==> src/rtl/ram_access_ctrl_if.sv <==
// CPU-side bundle of the RAM access sequencer: request fields in, load result and status out.
interface ram_access_ctrl_if;
    logic        req;
    logic        wr;
    logic [1:0]  size;
    logic        uns;
    logic [10:0] addr;
    logic [31:0] wdata;
    logic [31:0] rdata;
    logic        busy;
    logic        done;
    logic        err;

    modport master (
        output req, wr, size, uns, addr, wdata,
        input  rdata, busy, done, err
    );

    modport slave (
        input  req, wr, size, uns, addr, wdata,
        output rdata, busy, done, err
    );
endinterface

==> src/rtl/ram_access_ctrl.sv <==
// Splits 32-bit CPU byte/half/word accesses into 16-bit single-port RAM cycles.
// Optional misalignment trap: define RAM_ACCESS_ALIGN_CHECK_EN.
//
// state | meaning
// IDLE  | waiting for req, busy=0
// RD0   | reading halfword h (load, or first half of byte read-modify-write)
// RD1   | reading halfword h+1 (upper half of word load)
// WR0   | writing halfword h
// WR1   | writing halfword h+1 (upper half of word store)
// DONE  | one-cycle completion pulse
module ram_access_ctrl (
    input  logic                    clk,
    input  logic                    rst_n,
    ram_access_ctrl_if.slave        cpu,
    output logic [9:0]              ram_addr,
    output logic [15:0]             ram_d,
    output logic                    ram_we,
    input  logic [15:0]             ram_q
);

    typedef enum logic [2:0] {
        IDLE = 3'd0,
        RD0  = 3'd1,
        RD1  = 3'd2,
        WR0  = 3'd3,
        WR1  = 3'd4,
        DONE = 3'd5
    } state_t;

    state_t      state_q, state_d;
    logic        wr_q, wr_d;
    logic [1:0]  size_q, size_d;
    logic        uns_q, uns_d;
    logic [10:0] addr_q, addr_d;
    logic [31:0] wdata_q, wdata_d;
    logic [15:0] lo_q, lo_d;
    logic [31:0] rdata_q, rdata_d;
    logic        err_q, err_d;
    logic [9:0]  ram_addr_q, ram_addr_d;
    logic [15:0] ram_d_q, ram_d_d;

    logic        misalign;
    logic        is_byte_q;
    logic        is_word_q;
    logic [9:0]  h_next;
    logic [7:0]  lane_byte;
    logic [31:0] load_val;
    logic [15:0] merged;

`ifdef RAM_ACCESS_ALIGN_CHECK_EN
    assign misalign = ((cpu.size == 2'b01) && cpu.addr[0]) ||
                      (cpu.size[1] && (cpu.addr[1:0] != 2'b00));
`else
    assign misalign = 1'b0;
`endif

    // size 11 is reserved and behaves as a word
    assign is_byte_q = (size_q == 2'b00);
    assign is_word_q = size_q[1];
    assign h_next    = addr_q[10:1] + 10'd1;

    assign lane_byte = addr_q[0] ? ram_q[15:8] : ram_q[7:0];
    assign merged    = addr_q[0] ? {wdata_q[7:0], ram_q[7:0]}
                                 : {ram_q[15:8], wdata_q[7:0]};

    always_comb begin
        load_val = 32'd0;
        if (is_byte_q) begin
            load_val = uns_q ? {24'd0, lane_byte}
                             : {{24{lane_byte[7]}}, lane_byte};
        end else begin
            load_val = uns_q ? {16'd0, ram_q}
                             : {{16{ram_q[15]}}, ram_q};
        end
    end

    always_comb begin
        state_d    = state_q;
        wr_d       = wr_q;
        size_d     = size_q;
        uns_d      = uns_q;
        addr_d     = addr_q;
        wdata_d    = wdata_q;
        lo_d       = lo_q;
        rdata_d    = rdata_q;
        err_d      = err_q;
        ram_addr_d = ram_addr_q;
        ram_d_d    = ram_d_q;

        case (state_q)
            IDLE: begin
                if (cpu.req) begin
                    wr_d       = cpu.wr;
                    size_d     = cpu.size;
                    uns_d      = cpu.uns;
                    addr_d     = cpu.addr;
                    wdata_d    = cpu.wdata;
                    err_d      = misalign;
                    ram_addr_d = cpu.addr[10:1];
                    if (misalign) begin
                        state_d = DONE;
                    end else if (!cpu.wr || (cpu.size == 2'b00)) begin
                        state_d = RD0;
                    end else begin
                        ram_d_d = cpu.wdata[15:0];
                        state_d = WR0;
                    end
                end
            end
            RD0: begin
                if (wr_q) begin
                    // byte store: write back the read halfword with one lane replaced
                    ram_d_d = merged;
                    state_d = WR0;
                end else if (is_word_q) begin
                    lo_d       = ram_q;
                    ram_addr_d = h_next;
                    state_d    = RD1;
                end else begin
                    rdata_d = load_val;
                    state_d = DONE;
                end
            end
            RD1: begin
                rdata_d = {ram_q, lo_q};
                state_d = DONE;
            end
            WR0: begin
                if (is_word_q && !is_byte_q) begin
                    ram_addr_d = h_next;
                    ram_d_d    = wdata_q[31:16];
                    state_d    = WR1;
                end else begin
                    state_d = DONE;
                end
            end
            WR1: begin
                state_d = DONE;
            end
            DONE: begin
                state_d = IDLE;
            end
            default: begin
                state_d = IDLE;
            end
        endcase
    end

    always_ff @(posedge clk or negedge rst_n) begin
        if (!rst_n) begin
            state_q    <= IDLE;
            wr_q       <= 1'b0;
            size_q     <= 2'b00;
            uns_q      <= 1'b0;
            addr_q     <= 11'd0;
            wdata_q    <= 32'd0;
            lo_q       <= 16'd0;
            rdata_q    <= 32'd0;
            err_q      <= 1'b0;
            ram_addr_q <= 10'd0;
            ram_d_q    <= 16'd0;
        end else begin
            state_q    <= state_d;
            wr_q       <= wr_d;
            size_q     <= size_d;
            uns_q      <= uns_d;
            addr_q     <= addr_d;
            wdata_q    <= wdata_d;
            lo_q       <= lo_d;
            rdata_q    <= rdata_d;
            err_q      <= err_d;
            ram_addr_q <= ram_addr_d;
            ram_d_q    <= ram_d_d;
        end
    end

    // write enable is a pure state decode so reset removes it without waiting for a clock
    assign ram_we    = (state_q == WR0) || (state_q == WR1);
    assign ram_addr  = ram_addr_q;
    assign ram_d     = ram_d_q;
    assign cpu.busy  = (state_q != IDLE);
    assign cpu.done  = (state_q == DONE);
    assign cpu.err   = err_q;
    assign cpu.rdata = rdata_q;

endmodule

==> src/flat_wrapper.sv <==
// flat-port wrapper written by rule: the top's interface ports become plain ports
module ram_access_ctrl_flat 
  (clk, rst_n, ram_addr, ram_d, ram_we, ram_q, cpu_req, cpu_wr, cpu_size, cpu_uns, cpu_addr, cpu_wdata, cpu_rdata, cpu_busy, cpu_done, cpu_err);
  ram_access_ctrl_if cpu_i ();
  input  logic clk;
  input  logic rst_n;
  output logic [9:0] ram_addr;
  output logic [15:0] ram_d;
  output logic ram_we;
  input  logic [15:0] ram_q;
  input wire logic [$bits(cpu_i.req)-1:0] cpu_req;
  input wire logic [$bits(cpu_i.wr)-1:0] cpu_wr;
  input wire logic [$bits(cpu_i.size)-1:0] cpu_size;
  input wire logic [$bits(cpu_i.uns)-1:0] cpu_uns;
  input wire logic [$bits(cpu_i.addr)-1:0] cpu_addr;
  input wire logic [$bits(cpu_i.wdata)-1:0] cpu_wdata;
  output wire logic [$bits(cpu_i.rdata)-1:0] cpu_rdata;
  output wire logic [$bits(cpu_i.busy)-1:0] cpu_busy;
  output wire logic [$bits(cpu_i.done)-1:0] cpu_done;
  output wire logic [$bits(cpu_i.err)-1:0] cpu_err;
  assign cpu_i.req = cpu_req;
  assign cpu_i.wr = cpu_wr;
  assign cpu_i.size = cpu_size;
  assign cpu_i.uns = cpu_uns;
  assign cpu_i.addr = cpu_addr;
  assign cpu_i.wdata = cpu_wdata;
  assign cpu_rdata = cpu_i.rdata;
  assign cpu_busy = cpu_i.busy;
  assign cpu_done = cpu_i.done;
  assign cpu_err = cpu_i.err;
  ram_access_ctrl u_core (.clk(clk), .rst_n(rst_n), .cpu(cpu_i), .ram_addr(ram_addr), .ram_d(ram_d), .ram_we(ram_we), .ram_q(ram_q));
endmodule
==> config.mk <==
export PLATFORM = sky130hd
export DESIGN_NAME = ram_access_ctrl_flat
export DESIGN_NICKNAME = d
export VERILOG_FILES = /design/src/rtl/ram_access_ctrl_if.sv /design/src/rtl/ram_access_ctrl.sv /design/src/flat_wrapper.sv
export SDC_FILE = /design/constraint.sdc
export NUM_CORES = 1
export LEC_CHECK = 0
export CORE_MARGIN = 2
export CORE_UTILIZATION = 25
export CTS_BUF_LIST = sky130_fd_sc_hd__clkbuf_8
export CTS_CLUSTER_SIZE = 10
export DETAILED_ROUTE_END_ITERATION = 8
export MAX_ROUTING_LAYER = met4
export PLACE_DENSITY = 0.49
export SLEW_MARGIN = 0
export SYNTH_ARGS = -nofsm -noshare
export SYNTH_HDL_FRONTEND = slang
export SYNTH_SLANG_ARGS = --single-unit
==> constraint.sdc <==
create_clock -name clk -period 4.6 [get_ports clk]
set_input_delay 0.46 -clock clk [delete_from_list [all_inputs] [get_ports clk]]
set_output_delay 0.46 -clock clk [all_outputs]
set_load 0.01 [all_outputs]
==> flow_summary.yaml, run 1 <==
layout:
  antenna_cells: 0
  nNetsFinal: 668
  seq_area_sq_um: 2903
  fillers: 2178
  layout.cells.non_filler: 893
  postLayoutCellArea_sq_um: 7476
  area_delta_synth_final_pct: 34.48
  multi_input_area_sq_um: 2487
  drive_above_1_share_pct: 23.00
cts:
  clk_pin_slew_ns: 0.07
  clock_sinks: 116
  ctsHoldBuffers: 0
  post-cts-setup-buffers: 0
  clock_path_buffers: 2
  clock_latency_ns: 0.44
  cts_tree: "done"
  numCtsBuffers: 17
  root_buffer: "clkbuf_8"
  cts_resized: 0
  htreeDepth: 4
logic_synthesis:
  synthArstFlopShare_pct: 100.0
  synth_nets: 551
  syn_area_per_cell_sq_um: 11.49
  ys_warn_count: 0
  synth_enable_flop_cells: 0
  ys_seq_area_share_pct: 52.22
  syn-instance-count: 484
  synth_ff_type: "dfrtp_1"
  synth_area_sq_um: 5559
  synth.distinct_cells: 44
  ys_ff_latch: 116
detailed_routing:
  routed-wl-met3_um: 789
  ant_nets: 0
  met2_length_mm: 7.982
  highest_layer: "met4"
  drc: 0
  drtIter0Drc: 286
  wl_per_cell_um: 18.55
  viasPerCell: 4.774
  routed-via-count: 4263
  drtPass1Iterations: 5
  drt-met1-wl_mm: 7.559
  finalWirelength_mm: 16.57
setup_path:
  cp_max_fo: 15
  r2r-start: "u_core.state_q[2]"
  reg2reg_slack_ns: 1.82
  critPathKind: "reg -> out"
  critPathMaxStageDelay_ns: 0.62
  crit_family: "buffers and inverters"
  cp_slowest_cell: "clkdlybuf4s50_1"
  path_buf_inv: 1
  critPathLaunchType: "flop"
  end_kind: "primary output"
  crit_chain: "nand2b_1, o21ai_0, clkdlybuf4s50_1"
  arrival_ns: 2.35
  r2r_end: "u_core.cpu.rdata[27]"
  rr_worst_depth: 4
  required_ns: 4.14
floorplan:
  die_height_um: 153.1
  pin_count: 128
  rows: 54
  die_area_sq_um: 23450
  die_w_um: 153.1
  core_sq_um: 21820
  initial_core_util_pct: 25.47
sta:
  finalSetupTns_ns: 0
  tightest_slew_ns: 1.249
  fin_crit_ns: 2.815
  finalCritPeriodShare_pct: 61.19
  slew_viol_final: 0
  finalSetupViolCount: 0
  rsz0062_at_grt: "false"
  relSlewSlack_pct: 16.57
  hold_viol_final: 0
  fin_ws_ns: 1.785
  fmax_ghz: 0.3553
  skew_ns: 0.01803
place:
  gp_congestion: 0.7578
  io_buffers: 126
  post_dp_cell_area_sq_um: 7044
  place_inst: 862
  place_worst_setup_slack_ns: 1.835
  dp_hpwl_mm: 11.87
pwr:
  peakVddDrop_mv: 0.2687
  power_mw: 5.515
  leakage_nw: 3.036
  power.density_nw_per_um2: 737.6
run_status:
  status: "completed"
global_routing:
  grt.total_usage_pct: 15.01
  grt_pass1_vias: 4483
  antenna_found_initial: 0
  overflow: 0
  grt_pass1_wl_mm: 26.37
  grt_max_degree: 60
run:
  maxCapViolCount: 0
hold_path:
  hold_path.class: "in -> async"
-- how the worst max path moves through the flow --
| stage | from | endpoint | slack, ns | cells past startpoint |
|---|---|---|---|---|
| final | u_core.state_q[2] | ram_we | 1.79 | 3 |
| after global routing | u_core.state_q[2] | u_core.cpu.rdata[23] | 1.60 | 4 |
| after CTS | u_core.state_q[2] | ram_we | 1.72 | 3 |
| after detailed placement | u_core.state_q[2] | u_core.cpu.rdata[23] | 1.84 | 4 |
| after global placement | u_core.state_q[1] | u_core.wdata_q[20] | 1.92 | 4 |
| after floorplan | u_core.state_q[0] | u_core.addr_q[0] | 2.79 | 5 |
-- synth_stat cells, types with 3 or more instances --
master | n | share of area (%)
nand2_1 | 56 | 3.8
a221o_1 | 4 | 0.72
nand2b_1 | 5 | 0.56
a31oi_1 | 5 | 0.56
o21ai_0 | 26 | 2.3
buf_2 | 14 | 1.3
nor2_1 | 14 | 0.95
clkbuf_1 | 11 | 0.74
buf_4 | 3 | 0.41
o31ai_1 | 6 | 0.81
inv_1 | 4 | 0.27
dfrtp_1 | 116 | 52
mux2_2 | 94 | 19
or3_1 | 5 | 0.56
nor2b_1 | 7 | 0.79
a211oi_1 | 4 | 0.54
mux2i_1 | 22 | 4.0
a21oi_1 | 10 | 0.90
nor3_1 | 3 | 0.27
nand3_1 | 36 | 3.2
o22ai_1 | 8 | 0.90
-- where the power goes --
part | switching [mW] | internal, mW
combinational | 1.10 | 1.39
clock | 0.438 | 0.601
sequential | 0.436 | 1.55
total | 1.98 | 3.54
-- sequential cells by signal (all words and copies together) (netlist names) --
name              flops
u_core.addr_q        11
u_core.cpu.rdata     32
u_core.lo_q          16
u_core.ram_addr      10
u_core.ram_d         16
u_core.size_q         2
u_core.state_q        3
u_core.uns_q          1
u_core.wdata_q       24
u_core.wr_q           1
-- area by class of cell --
class | instances | share of cell area, %
multi-input cells | 332 | 33.27
flip-flops and latches | 116 | 38.83
clock inverters | 13 | 2.460
clock buffers | 18 | 3.314
repair buffers | 130 | 17.24
inverters | 4 | 0.2008
well taps | 280 | 4.686
-- through the flow --
stage	utilization, %	hold slack [ns]
detailed placement	32.28	0.4753
floorplan	-	0.1644
global route	34.26	0.1271
finish	34.26	0.08559
CTS	34.26	0.09943
global placement	32.28	0.4701
-- cells in the final DEF, fill, tap and decap left out, types with 3 or more instances in the layout --
cell	synthesis	final
nand2b_1	5	5
clkdlybuf4s50_1	0	125
clkbuf_8	0	18
o31ai_1	6	6
o22ai_1	8	8
nor2b_1	7	6
inv_1	4	5
a31oi_1	5	5
dfrtp_1	116	116
a221o_1	4	4
clkinv_4	0	3
a21oi_1	10	10
mux2i_1	22	22
or3_1	5	5
bufinv_16	0	4
o21ai_0	26	26
nor2_1	14	13
nor3_1	3	3
a211oi_1	4	4
nand2_1	56	56
nand3_1	36	36
buf_4	3	5
mux2_2	94	94
-- logic make-up (layout without fill, tap and decap cells) --
logic type,Yosys count,in the layout,synth area share (%)
DFF,116,116,52.22
adders and majority gates,1,1,0.2250
buffers and inverters,36,165,3.219
and+or+nand+nor,139,139,12.04
muxes,118,118,23.41
other,1,1,0.06746
xor gates and xnor gates,3,3,0.4727
AOI/OAI and AO/OA,70,70,8.350
-- routing by layer --
layer  vias up  global-route usage, %
li1       1963                      -
met4         0                  4.806
met1      2142                  19.38
met5         -                      -
met3        13                  3.941
met2       145                  23.02
(Power assumes the default switching activity.)
==> run 2, diff against run 1 <==
--- a/config.mk
+++ b/config.mk
@@ -11,7 +11,7 @@
 export CTS_CLUSTER_SIZE = 10
 export DETAILED_ROUTE_END_ITERATION = 8
 export MAX_ROUTING_LAYER = met4
-export PLACE_DENSITY = 0.49
+export PLACE_DENSITY = 0.5
 export SLEW_MARGIN = 0
 export SYNTH_ARGS = -nofsm -noshare
 export SYNTH_HDL_FRONTEND = slang
==> constraint.sdc (replaced) <==
create_clock -name clk -period 2.45 [get_ports clk]
set_input_delay 0.245 -clock clk [delete_from_list [all_inputs] [get_ports clk]]
set_output_delay 0.245 -clock clk [all_outputs]
set_load 0.01 [all_outputs]
==> flow_summary.yaml, run 2 (synthesis gave the netlist of run 1 again) <==
detailed_routing:
  finalWirelength_mm: 16.69
  routed-via-count: 4306
  drtPass1Iterations: 4
  drt-met1-wl_mm: 7.816
  routed-wl-met3_um: 657
  highest_layer: "met4"
  wl_per_cell_um: 18.36
  drc: 0
  ant_nets: 0
  viasPerCell: 4.737
  drtIter0Drc: 317
  met2_length_mm: 7.903
cts:
  numCtsBuffers: 17
  clock_sinks: 116
  root_buffer: "clkbuf_8"
  cts_tree: "done"
  clk_pin_slew_ns: 0.07
  clock_path_buffers: 2
  clock_latency_ns: 0.44
  htreeDepth: 4
layout:
  layout.cells.non_filler: 909
  largest_reg_flops: 32
  layout_common_cells: "125 x clkdlybuf4s50_1, 116 x dfrtp_1, 94 x mux2_2"
  area_delta_synth_final_pct: 36.08
  nNetsFinal: 684
  post-route-util_pct: 34.66
  antenna_cells: 0
  drive_above_1_share_pct: 24.80
  postLayoutCellArea_sq_um: 7565
  fillers: 2158
  layout_commonest_cell: "clkdlybuf4s50_1"
floorplan:
  initial_core_util_pct: 25.47
  die_area_sq_um: 23450
  rows: 54
  pin_count: 128
  core_sq_um: 21820
  die_w_um: 153.1
  die_height_um: 153.1
hold_path:
  hold_path.class: "in -> async"
setup_path:
  cp_slowest_cell: "dfrtp_1"
  required_ns: 2.20
  crit_chain: "buf_4, nand3_1, o21ai_1, clkdlybuf4s50_1"
  arrival_ns: 2.07
  cp_max_fo: 10
  end_kind: "primary output"
  critPathLaunchType: "flop"
  critPathKind: "reg -> out"
  critPathMaxStageDelay_ns: 0.61
place:
  post_dp_cell_area_sq_um: 7169
  place_inst: 877
  dp_hpwl_mm: 12.18
  gp_congestion: 0.7391
  io_buffers: 126
sta:
  finalSetupTns_ns: 0
  finalSetupViolCount: 0
  fmax_ghz: 0.4322
  skew_ns: 0.008737
  relSlewSlack_pct: 54.04
  rsz0062_at_grt: "false"
  finalCritPeriodShare_pct: 94.44
  tightest_slew_ns: 0.6895
  fin_crit_ns: 2.314
  hold_viol_final: 0
  slew_viol_final: 0
global_routing:
  antenna_found_initial: 0
  overflow: 0
  grt.total_usage_pct: 15.16
  grt_pass1_wl_mm: 26.47
  grt_pass1_vias: 4527
  grt_max_degree: 51
run:
  maxCapViolCount: 0
pwr:
  power.density_nw_per_um2: 1352
  leakage_nw: 3.086
  peakVddDrop_mv: 0.3979
run_status:
  status: "completed"
[run 2: repair_timing]
action / in CTS / in global routing
setup endpoints to repair: 0 / 1
hold buffers: 1 / 0
buffers inserted: 0 / 0
resized for setup: 0 / 1
endpoints found under the hold margin: 32 / 0
[run 2: worst paths after layout]
path	cells past startpoint	startpoint	to	slack [ns]
worst max-delay path	4	u_core.state_q[2]	ram_we	0.14
worst min-delay path	2	rst_n	u_core.size_q[0]	0.31
worst max register to register	4	u_core.state_q[1]	u_core.cpu.rdata[11]	0.35
worst min register to register	1	u_core.wdata_q[26]	u_core.wdata_q[26]	0.49
max in group asynchronous	3	rst_n	u_core.ram_addr[5]	1.46
min in group clk	2	cpu_wdata[26]	u_core.wdata_q[26]	0.40
[run 2: through the flow]
step                      total power, mW  hold WS, ns  setup WS [ns]
after floorplan                     6.538     -0.05059         0.6440
after detailed placement            8.596       0.2474         0.2686
after CTS                           10.38       0.3155        0.02091
after global placement              8.430       0.2421         0.3375
after global routing                10.96       0.3314        0.01307
final                               10.23       0.3083         0.1362
[run 2: worst max-delay path: cells and delay by family, from the launching register on]
kind / cells / cell delay [ns]
buf+inv: 2 / 0.81
flops: 1 / 0.61
compound gates: 1 / 0.15
simple gates: 1 / 0.08
[run 2: per-layer routing]
| metal | vias up | global-route usage [%] |
|---|---|---|
| met5 | - | - |
| met4 | 0 | 4.894 |
| met3 | 20 | 3.261 |
| met2 | 130 | 23.64 |
| met1 | 2160 | 19.72 |
| li1 | 1996 | - |
[run 2: cell type report]
type | instances | area [sq um] | area share, %
sequential | 116 | 2903 | 38.37
clock buffer | 18 | 247.7 | 3.275
multi-input combinational | 332 | 2487 | 32.88
clock inverter | 13 | 137.6 | 1.819
tap | 280 | 350.3 | 4.631
timing repair buffer | 146 | 1424 | 18.82
inverter | 4 | 15.01 | 0.1985
[run 2: where the power goes]
group	switching, mW	internal [mW]	total, mW	leakage, nW
clock network	0.818	0.919	1.74	0.184
registers	0.743	2.91	3.66	1.38
logic	2.15	2.68	4.84	1.52
total	3.71	6.52	10.2	3.09
==> run 3, diff against run 2 <==
--- a/config.mk
+++ b/config.mk
@@ -11,7 +11,7 @@
 export CTS_CLUSTER_SIZE = 10
 export DETAILED_ROUTE_END_ITERATION = 8
 export MAX_ROUTING_LAYER = met4
-export PLACE_DENSITY = 0.5
+export PLACE_DENSITY = 0.55
 export SLEW_MARGIN = 0
 export SYNTH_ARGS = -nofsm -noshare
 export SYNTH_HDL_FRONTEND = slang
==> flow_summary.yaml, run 3 (synthesis gave the netlist of run 1 again) <==
floorplan:
  die_w_um: 153.1
  die_area_sq_um: 23450
  die_height_um: 153.1
  pin_count: 128
  core_sq_um: 21820
  rows: 54
  initial_core_util_pct: 25.47
sta:
  relSlewSlack_pct: 57.93
  rsz0062_at_grt: "false"
  skew_ns: 0.01843
  fin_hold_ws_ns: 0.3606
  tightest_slew_ns: 0.6310
  fin_crit_ns: 2.246
  finalSetupViolCount: 0
  hold_viol_final: 0
  slew_viol_final: 0
  fmax_ghz: 0.4453
  finalCritPeriodShare_pct: 91.66
  finalSetupTns_ns: 0
pwr:
  peakVddDrop_mv: 0.3718
  power.density_nw_per_um2: 1369
  leakage_nw: 3.110
setup_path:
  crit_chain: "nand2b_1, o21ai_1, clkdlybuf4s50_1"
  critPathMaxStageDelay_ns: 0.58
  cp_max_fo: 11
  cp_slowest_cell: "clkdlybuf4s50_1"
  critPathLaunchType: "flop"
  path_buf_inv: 1
  critPathKind: "reg -> out"
  crit_family: "buffers and inverters"
  end_kind: "primary output"
  required_ns: 2.20
  arrival_ns: 2.00
detailed_routing:
  wl_per_cell_um: 18.06
  drtIter0Drc: 236
  finalWirelength_mm: 16.43
  viasPerCell: 4.729
  drc: 0
  routed-via-count: 4303
  drtPass1Iterations: 4
  ant_nets: 0
run:
  maxCapViolCount: 0
layout:
  postLayoutCellArea_sq_um: 7604
  nNetsFinal: 684
  post-route-util_pct: 34.84
  layout_common_cells: "125 x clkdlybuf4s50_1, 116 x dfrtp_1, 94 x mux2_2"
  layout_commonest_cell: "clkdlybuf4s50_1"
  area_delta_synth_final_pct: 36.78
  drive_above_1_share_pct: 25.08
  layout.cells.non_filler: 910
  largest_reg_flops: 32
  fillers: 2130
  antenna_cells: 0
global_routing:
  grt_use_met1_pct: 19.17
  grt_pass1_wl_mm: 25.65
  grt_pass1_vias: 4453
  gr-usage-met2_pct: 22.96
  grt.met3_usage_pct: 2.949
  overflow: 0
  grt_max_degree: 44
  grt.total_usage_pct: 14.68
  top_usage_layer: "met2"
  antenna_found_initial: 0
cts:
  numCtsBuffers: 17
  clock_sinks: 116
  clock_path_buffers: 2
  htreeDepth: 4
  clock_latency_ns: 0.46
  cts_tree: "done"
  root_buffer: "clkbuf_8"
  clk_pin_slew_ns: 0.07
hold_path:
  hold_path.class: "in -> async"
place:
  post_dp_cell_area_sq_um: 7169
  gp_congestion: 0.7879
  dp_hpwl_mm: 12.12
  io_buffers: 126
  place_inst: 877
run_status:
  status: "completed"
run 3: cell count changes in the layout (fill, tap and decap cells not counted), sizes merged:
cell	previous run	this run
clkinv	5	6
bufinv	2	3
clkinvlp	5	2
inv	5	7
run 3: layer usage:
metal / part of all wire, % / wire [um] / vias up
met3: 3.8 / 622 / 18
met4: 1.4 / 231 / 0
met1: 46 / 7551 / 2185
li1: - / - / 2001
met5: 0 / 0 / -
met2: 49 / 8026 / 99
run 3: metrics by stage:
step / power [mW] / setup WS [ns]
after floorplan: 6.538 / 0.6440
after global placement: 8.403 / 0.3623
after detailed placement: 8.600 / 0.3365
after CTS: 10.53 / 0.03852
after global routing: 11.11 / 0.09674
final: 10.41 / 0.2042
run 3: final timing paths:
| path | start | to | slack [ns] | cells after the start |
|---|---|---|---|---|
| worst min-delay path | rst_n | u_core.addr_q[2] | 0.36 | 2 |
| worst max-delay path | u_core.state_q[2] | ram_we | 0.20 | 3 |
| worst min register to register | u_core.cpu.rdata[4] | u_core.cpu.rdata[4] | 0.50 | 2 |
| min in group clk | cpu_wdata[27] | u_core.wdata_q[27] | 0.40 | 2 |
| max in group asynchronous | rst_n | u_core.lo_q[13] | 1.27 | 3 |
| worst max register to register | u_core.state_q[1] | u_core.cpu.rdata[14] | 0.32 | 5 |
run 3: final cells by class:
type | instances | area (sq um) | share of cell area, %
Timing Repair Buffer | 146 | 1424 | 18.73
Sequential cell | 116 | 2903 | 38.18
Clock inverter | 14 | 176.4 | 2.320
Clock buffer | 18 | 247.7 | 3.258
Multi-Input combinational cell | 332 | 2487 | 32.71
Tap cell | 280 | 350.3 | 4.608
Inverter | 4 | 15.01 | 0.1975
run 3: worst reg2reg max path, delay by kind of cell (launching register included):
kind | cells | cell delay, ns
compound gates | 2 | 0.34
flops | 1 | 0.55
simple gates | 2 | 0.75
buf+inv | 1 | 0.36
run 3: what timing repair did:
| item | 4_1_cts | 5_1_grt |
|---|---|---|
| gates resized for setup | 0 | 1 |
| setup buffers | 0 | 0 |
| hold endpoints to repair | 39 | 0 |
| hold buffers | 1 | 0 |
| endpoints found under the setup margin | 0 | 1 |
run 3: power breakdown:
group | total (mW) | internal, mW | leakage, nW | switching, mW
sequential | 3.68 | 2.91 | 1.38 | 0.772
combinational | 4.83 | 2.70 | 1.52 | 2.13
clock | 1.90 | 1.04 | 0.210 | 0.857
total | 10.4 | 6.65 | 3.11 | 3.76
